--- src/rtl/reduce_gate_acc_if.sv ---
// reduce_gate_acc_if: beat input / frame result handshake bundle for reduce_gate_acc.
// REDUCE_GATE_ONESCNT_EN adds the ones_cnt result field.
interface reduce_gate_acc_if #(
    parameter int WIDTH = 3,
    parameter int CNT_W = 8
);
    logic             in_valid;
    logic             in_ready;
    logic [WIDTH-1:0] in_data;
    logic             in_last;
    logic [2:0]       mode;
    logic             out_valid;
    logic             out_ready;
    logic             out_data;
    logic [CNT_W-1:0] out_beats;
`ifdef REDUCE_GATE_ONESCNT_EN
    logic [CNT_W+6:0] ones_cnt;
    modport slave (input in_valid, in_data, in_last, mode, out_ready,
                   output in_ready, out_valid, out_data, out_beats, ones_cnt);
    modport master (output in_valid, in_data, in_last, mode, out_ready,
                    input in_ready, out_valid, out_data, out_beats, ones_cnt);
`else
    modport slave (input in_valid, in_data, in_last, mode, out_ready,
                   output in_ready, out_valid, out_data, out_beats);
    modport master (output in_valid, in_data, in_last, mode, out_ready,
                    input in_ready, out_valid, out_data, out_beats);
`endif
endinterface

--- src/rtl/reduce_gate_acc.sv ---
// reduce_gate_acc: folds multi-beat frames into one wide AND/OR/XOR (optionally inverted) gate.
// REDUCE_GATE_ONESCNT_EN adds a saturating per-frame count of 1 bits.
module reduce_gate_acc #(
    parameter int WIDTH = 3,
    parameter int CNT_W = 8
) (
    input logic              clk,
    input logic              rst_n,
    reduce_gate_acc_if.slave bus
);
    typedef enum logic [1:0] {IDLE, ACC, HOLD} state_t;
    state_t           state_q, state_d;
    logic [2:0]       mode_q, mode_d, sel_mode;
    logic             acc_q, acc_d;
    logic [CNT_W-1:0] cnt_q, cnt_d;
    logic             accept, first, op_and, op_or, beat_red, folded;
    assign accept   = bus.in_valid && bus.in_ready;
    assign first    = state_q == IDLE;
    // the first beat uses the live mode, later beats the latched one
    assign sel_mode = first ? bus.mode : mode_q;
    assign op_and   = sel_mode == 3'd0 || sel_mode == 3'd3;
    assign op_or    = sel_mode == 3'd1 || sel_mode == 3'd4;
    assign beat_red = op_and ? &bus.in_data : op_or ? |bus.in_data : ^bus.in_data;
    assign folded   = op_and ? acc_q & beat_red : op_or ? acc_q | beat_red : acc_q ^ beat_red;
    always_ff @(posedge clk or negedge rst_n) begin
        if (!rst_n) state_q <= IDLE;
        else        state_q <= state_d;
    end
    always_comb begin
        state_d = state_q;
        case (state_q)
            IDLE:    state_d = accept ? (bus.in_last ? HOLD : ACC) : IDLE;
            ACC:     state_d = accept && bus.in_last ? HOLD : ACC;
            HOLD:    state_d = bus.out_ready ? IDLE : HOLD;
            default: state_d = IDLE;
        endcase
    end
    always_comb begin
        bus.in_ready  = state_q != HOLD;
        bus.out_valid = state_q == HOLD;
        bus.out_data  = acc_q ^ (mode_q >= 3'd3);
        bus.out_beats = cnt_q;
    end
    always_comb begin
        mode_d = accept && first ? bus.mode : mode_q;
        acc_d  = accept ? (first ? beat_red : folded) : acc_q;
        cnt_d  = accept ? (first ? CNT_W'(1) : (&cnt_q ? cnt_q : cnt_q + CNT_W'(1))) : cnt_q;
    end
    always_ff @(posedge clk or negedge rst_n) begin
        if (!rst_n) begin
            mode_q <= '0;
            acc_q  <= 1'b0;
            cnt_q  <= '0;
        end else begin
            mode_q <= mode_d;
            acc_q  <= acc_d;
            cnt_q  <= cnt_d;
        end
    end
`ifdef REDUCE_GATE_ONESCNT_EN
    logic [CNT_W+6:0] ones_q, ones_d, pc;
    logic [CNT_W+7:0] ones_sum;
    always_comb begin
        pc = '0;
        for (int i = 0; i < WIDTH; i++) pc = pc + {{(CNT_W+6){1'b0}}, bus.in_data[i]};
        ones_sum = {1'b0, first ? {(CNT_W+7){1'b0}} : ones_q} + {1'b0, pc};
        ones_d   = accept ? (ones_sum[CNT_W+7] ? {(CNT_W+7){1'b1}} : ones_sum[CNT_W+6:0]) : ones_q;
    end
    always_ff @(posedge clk or negedge rst_n) begin
        if (!rst_n) ones_q <= '0;
        else        ones_q <= ones_d;
    end
    assign bus.ones_cnt = ones_q;
`endif
endmodule
--- src/flat_wrapper.sv ---
// flat-port wrapper written by rule: the top's interface ports become plain ports
module reduce_gate_acc_flat 
#(
    parameter int WIDTH = 3,
    parameter int CNT_W = 8
)
  (clk, rst_n, bus_in_valid, bus_in_data, bus_in_last, bus_mode, bus_out_ready, bus_in_ready, bus_out_valid, bus_out_data, bus_out_beats);
  reduce_gate_acc_if #(.WIDTH(WIDTH), .CNT_W(CNT_W)) bus_i ();
  input logic clk;
  input logic rst_n;
  input wire logic [$bits(bus_i.in_valid)-1:0] bus_in_valid;
  input wire logic [$bits(bus_i.in_data)-1:0] bus_in_data;
  input wire logic [$bits(bus_i.in_last)-1:0] bus_in_last;
  input wire logic [$bits(bus_i.mode)-1:0] bus_mode;
  input wire logic [$bits(bus_i.out_ready)-1:0] bus_out_ready;
  output wire logic [$bits(bus_i.in_ready)-1:0] bus_in_ready;
  output wire logic [$bits(bus_i.out_valid)-1:0] bus_out_valid;
  output wire logic [$bits(bus_i.out_data)-1:0] bus_out_data;
  output wire logic [$bits(bus_i.out_beats)-1:0] bus_out_beats;
  assign bus_i.in_valid = bus_in_valid;
  assign bus_i.in_data = bus_in_data;
  assign bus_i.in_last = bus_in_last;
  assign bus_i.mode = bus_mode;
  assign bus_i.out_ready = bus_out_ready;
  assign bus_in_ready = bus_i.in_ready;
  assign bus_out_valid = bus_i.out_valid;
  assign bus_out_data = bus_i.out_data;
  assign bus_out_beats = bus_i.out_beats;
  reduce_gate_acc #(.WIDTH(WIDTH), .CNT_W(CNT_W)) u_core (.clk(clk), .rst_n(rst_n), .bus(bus_i));
endmodule
--- config.mk ---
export PLATFORM = sky130hd
export DESIGN_NAME = reduce_gate_acc_flat
export DESIGN_NICKNAME = d
export VERILOG_FILES = /design/src/rtl/reduce_gate_acc_if.sv /design/src/rtl/reduce_gate_acc.sv /design/src/flat_wrapper.sv
export SDC_FILE = /design/constraint.sdc
export NUM_CORES = 1
export LEC_CHECK = 0
export BUFFER_PORTS_ARGS = -buffer_cell sky130_fd_sc_hd__buf_2
export CORE_MARGIN = 4
export CORE_UTILIZATION = 45
export CTS_CLUSTER_DIAMETER = 30
export DETAILED_ROUTE_END_ITERATION = 7
export PLACE_DENSITY = 0.79
export SYNTH_ARGS = -nofsm -noshare
export SYNTH_HDL_FRONTEND = slang
export SYNTH_SLANG_ARGS = --single-unit
--- constraint.sdc ---
create_clock -name clk -period 3.2 [get_ports clk]
set_input_delay 0.48 -clock clk [delete_from_list [all_inputs] [get_ports clk]]
set_output_delay 0.48 -clock clk [all_outputs]
set_load 0.005 [all_outputs]
; ---- After elaboration in Yosys (flattened, before gate mapping)
; Index checks and enable logic that the tools add are counted.
[word_totals]
regBits = 14
latch_bits = 0
mem_bits_rw = 0
rom_bits = 0
wordCells = 42
memories = 0
[classes]
add_sub_neg = 1
n_mul = 0
div_mod_pow = 0
magnitude_cmp = 1
eq_ne = 7
shift = 0
muxes = 13
bitwise_logic = 4
n_reduce_logical = 12
[ops]
columns = op, n
row1 = $mux 8, 2
row2 = $add 8x1->8 const B, 1
row3 = $mux 2, 4
row4 = $reduce_and 8->1, 1
row5 = $pmux 2 s3, 1
row6 = $mux 1, 5
row7 = $eq 3x1->1 const B, 1
row8 = $eq 3x2->1 const B, 1
row9 = $eq 3x3->1 const B, 1
row10 = $ge 3x2->1 const B, 1
row11 = $logic_and 1x1->1, 3
row12 = $logic_not 3->1, 1
row13 = $mux 3, 1
row14 = $reduce_and 3->1, 1
row15 = $reduce_or 3->1, 1
row16 = $reduce_xor 3->1, 1
row17 = $eq 2x1->1 const B, 1
row18 = $eq 2x2->1 const B, 1
row19 = $logic_not 2->1, 1
row20 = $logic_or 1x1->1, 2
row21 = $ne 2x1->1 const B, 1
row22 = $ne 2x2->1 const B, 1
row23 = $reduce_and 2->1, 1
row24 = $xor 1x1->1, 2
row25 = other kinds (2), 2

; ---- Depth between registers and ports, before layout
[logic_depth]
word_depth = 10
mapped_depth = 11
mapped_depth_nobuf = 10

; ---- Worst setup path after synthesis
; Ideal clock, no wire load.
[synth_path]
kind = input to register
from = input port bus_in_data[0]
to = register u_core.acc_q
setup_ns = 0.121
t_arrival_ns = 2.503
path_slack_ns = 0.576
cell_stages = 10
cell_sequence = ha_1 > or4_1 > o32ai_1 > o32a_1 > a21oi_1 > ha_1 > o32a_1 > o221ai_1 > o21bai_1 > a22o_1
[synth_via]
elab_chain_cells = 7
elab_cells_between_ends = 11
[synth_rtl]
columns = item, line
row1 = start: declaration, flat_wrapper.sv:12  ; input wire logic [$bits(bus_i.in_data)-1:0] bus_in_data;
row2 = $reduce_xor 3->1 or $reduce_or 3->1 (tied branches), reduce_gate_acc.sv:23  ; assign beat_red = op_and ? &bus.in_data : op_or ? |bus.in_data : ^bus.in_data;
row3 = $mux 1, reduce_gate_acc.sv:23
row4 = $mux 1 (*), reduce_gate_acc.sv:23
row5 = $xor 1x1->1 or $or 1x1->1 (tied branches), reduce_gate_acc.sv:24  ; assign folded = op_and ? acc_q & beat_red : op_or ? acc_q | beat_red : acc_q ^ beat_red;
row6 = $mux 1 (2 in a row), reduce_gate_acc.sv:24
row7 = $mux 1 (*), reduce_gate_acc.sv:46  ; acc_d = accept ? (first ? beat_red : folded) : acc_q;
row8 = end signal: assignment, reduce_gate_acc.sv:52  ; acc_q <= 1'b0;
row9 = end signal: assignment, reduce_gate_acc.sv:56  ; acc_q <= acc_d;
row10 = end: declaration, reduce_gate_acc.sv:14  ; logic acc_q, acc_d;
; Mark *: on every way between the ends. The rest lies on a longest branch, timed or not.
; A chain may end at the register's enable or synchronous reset.

; ---- Final worst setup path
[layout_path]
from = register u_core.state_q[1]
to = register u_core.acc_q
[layout_via]
elab_chain_cells = 10
elab_cells_between_ends = 18
[layout_rtl]
columns = item, line
row1 = start: declaration, reduce_gate_acc.sv:12  ; state_t state_q, state_d;
row2 = start signal: assignment, reduce_gate_acc.sv:27  ; else state_q <= state_d;
row3 = $logic_not 2->1, reduce_gate_acc.sv:18  ; assign first = state_q == IDLE;
row4 = $mux 3, reduce_gate_acc.sv:20  ; assign sel_mode = first ? bus.mode : mode_q;
row5 = $eq 3x1->1 or $eq 3x3->1 (tied branches), reduce_gate_acc.sv:22  ; assign op_or = sel_mode == 3'd1 || sel_mode == 3'd4;
row6 = $logic_or 1x1->1, reduce_gate_acc.sv:22
row7 = $mux 1 (2 in a row), reduce_gate_acc.sv:23
row8 = $xor 1x1->1 or $or 1x1->1 (tied branches), reduce_gate_acc.sv:24
row9 = $mux 1 (2 in a row), reduce_gate_acc.sv:24
row10 = $mux 1, reduce_gate_acc.sv:46
; Parallel ways exist; a longest one is shown, timed or not.

==> flow_metrics.tcl <==
set metrics [dict create \
    status "finished, final reports clean" \
    layout_worst_path_cycle_share_pct 82.96 \
    setup_violations 0 \
    dieArea_sq_um 2952 \
    port_buffers 21 \
    worstReg2RegEnd "u_core.acc_q" \
    hold_viol 0 \
    syn2layout_area_growth_pct 13.99 \
    layout.nets 149 \
    fin_cells 160 \
    drc 0 \
    slew_viol_final 0 \
    diodes 0 \
    synth_ff_type "dfrtp_1" \
    insertion_delay_ps 270 \
    gp_routability_congestion 0.8322 \
    synth_seq_area_share_pct 36.27 \
    antenna_found_initial 0 \
    ys_warn_count 0 \
    via_count 869 \
    cts_tree "yes" \
    dp_cells 156 \
    timing.slew.headroom_pct 26.60 \
    tightest_slew_ps 1084 \
    crit_fanout 9 \
    post-dp-hpwl_um 1561 \
    cts_root_buf "clkbuf_4" \
    synthCells 114 \
    placementRows 16 \
    ant_nets 0 \
    setup_tns_ps 0 \
    grt_pass1_vias 806 \
    p_total_w 0.0006326 \
    drv_cap 0 \
    routed_wl_um 2018 \
    fin_crit_ps 2655 \
    r2r_cells 9 \
    drtPass1Iterations 4 \
    start_kind "flip-flop" \
    post-synth-top-count-cell "dfrtp_1" \
    fillers 191 \
    grt_max_degree 15 \
    rsz0062_at_grt "no" \
    synth_edf_count 0 \
    core_area_sq_um 2002 \
    drt-initial-drc-count 19 \
    ys_seq_elements 14 \
    overflow 0 \
    viasPerCell 5.431 \
    clk_pin_slew_worst_paths_ps 90 \
    powerDensity_nw_per_um2 574.5 \
    hp-class "in -> async" \
    critPathCaptureType "flip-flop" \
    r2r_slack_ps 550 \
    cts_inserted_buffers 3 \
    cts_resized 0 \
    leakage_nw 0.5140 \
    cp.arrival_ps 2830 \
    syn_avg_cell_area_sq_um 8.473 \
    synth.area.top_cells "dfrtp_1 36%, xnor2_1 6.3%, ha_1 5.2%" \
    fin_worst_skew_ps 0.7835 \
    die_w_um 54.33 \
    ys_types 35 \
    cts_setup_buffers 0 \
    cts_hold_buf 0 \
    cts_buffer_depth 2 \
    grt.total_usage_pct 15.72 \
    synth_common_cells "14 x dfrtp_1, 12 x nand2_1, 11 x nor2_1" \
    io_pins 22 \
    clock.fmax_ghz 0.3767 \
    synthArstFlopShare_pct 100.0 \
    irDropWorstVdd_v 0.0003080 \
    synth_top_area_share_pct 36.27 \
    r2r-start "u_core.state_q[1]" \
    die_h_um 54.33 \
    grt_pass1_wl_um 3429 \
    htreeDepth 1 \
    syn-num-nets 129 \
    layout-drive-gt1-share_pct 21.80 \
    required_ps 3370 \
    synth_area_leader_cell "dfrtp_1" \
    netlist_area_sq_um 965.9 \
    initial_core_util_pct 48.25 \
    critPathKind "reg -> reg" \
    wire_per_inst_um 12.61 \
    clock-sinks 14 \
]
## where the power goes
| group | total, W | internal, W | switching (W) | leakage (nW) |
|---|---|---|---|---|
| clock | 0.000127 | 0.0000691 | 0.0000582 | 0.0210 |
| sequential | 0.000266 | 0.000211 | 0.0000556 | 0.181 |
| combinational | 0.000239 | 0.000117 | 0.000122 | 0.312 |
## cells by family after synthesis
logic type	after synthesis	share of synthesized area (%)
muxes	2	2.202
and+or+nand+nor	45	23.19
xor gates and xnor gates	10	9.068
DFF	14	36.27
adders and majority gates	4	5.182
buffers and inverters	16	8.032
AOI/OAI and AO/OA	23	16.06
## registers in the layout, summed over array words and instances, names as in the netlist
name,count
u_core.acc_q,1
u_core.bus.out_beats,8
u_core.mode_q,3
u_core.state_q,2
## worst max path at each step
stage | startpoint | to | depth (start not counted)
global route | u_core.state_q[1] | u_core.acc_q | 9
finish | u_core.state_q[1] | u_core.acc_q | 9
global placement | bus_in_data[0] | u_core.acc_q | 11
CTS | u_core.state_q[1] | u_core.acc_q | 9
floorplan | bus_in_data[0] | u_core.acc_q | 10
detailed placement | bus_in_data[0] | u_core.acc_q | 11
## critical path, stage by stage (launching register included)
cell and delay, ps:
dfrtp_1 490, or4_1 540, o32ai_1 140, o32a_1 240
a21oi_1 60, ha_1 200, o32a_1 340, o221ai_1 230
o21bai_1 90, a22o_1 220
## layer usage
| metal | vias to the layer above | track usage (%) | routed length [um] |
|---|---|---|---|
| li1 | 432 | - | - |
| met1 | 404 | 20.07 | 940 |
| met2 | 31 | 26.89 | 907 |
| met3 | 2 | 0.8174 | 138 |
| met4 | 0 | 7.469 | 32 |
| met5 | - | 0 | 0 |
## area by class of cell
cell class	count	area, sq um	area share, %
Multi-Input combinational cell	84	538.0	48.86
Tap cell	27	33.78	3.068
Inverter	10	37.54	3.409
Timing Repair Buffer	21	105.1	9.545
Sequential cell	14	350.3	31.82
Clock buffer	4	36.28	3.295
## stage by stage
stage / worst slack [ps] / hold slack (ps) / instance area [sq um] / utilization (%)
finish: 545.3 / 78.63 / 1101 / 55.00
global route: 336.0 / 101.7 / 1101 / 55.00
CTS: 577.0 / 87.63 / 1101 / 55.00
detailed placement: 341.6 / 396.0 / 1065 / 53.19
global placement: 410.2 / 385.6 / 1065 / 53.19
floorplan: 575.6 / 184.4 / 965.9 / -
## layout by cell type, fill, tap and decap left out, drive strengths merged
| master | count |
|---|---|
| clkbuf | 4 |
| or4 | 1 |
| nand3b | 1 |
| mux2i | 1 |
| and4 | 1 |
| ha | 4 |
| and2 | 1 |
| nand4 | 1 |
| dfrtp | 14 |
| inv | 10 |
| o21ai | 8 |
| o32a | 2 |
| nor4 | 1 |
| xnor2 | 7 |
| nand3 | 3 |
| nand2 | 12 |
| o32ai | 2 |
| nor2 | 11 |
| o22ai | 1 |
| nor4b | 1 |
| a21oi | 5 |
| a22o | 1 |
| mux2 | 1 |
| o221ai | 1 |
| or3 | 2 |
| buf | 21 |
| a22oi | 1 |
| xor2 | 3 |
| o311ai | 1 |
| nand2b | 2 |
| or2 | 3 |
| nor3 | 5 |
| o21bai | 1 |
Note: power is estimated with default switching activity, not from simulation.
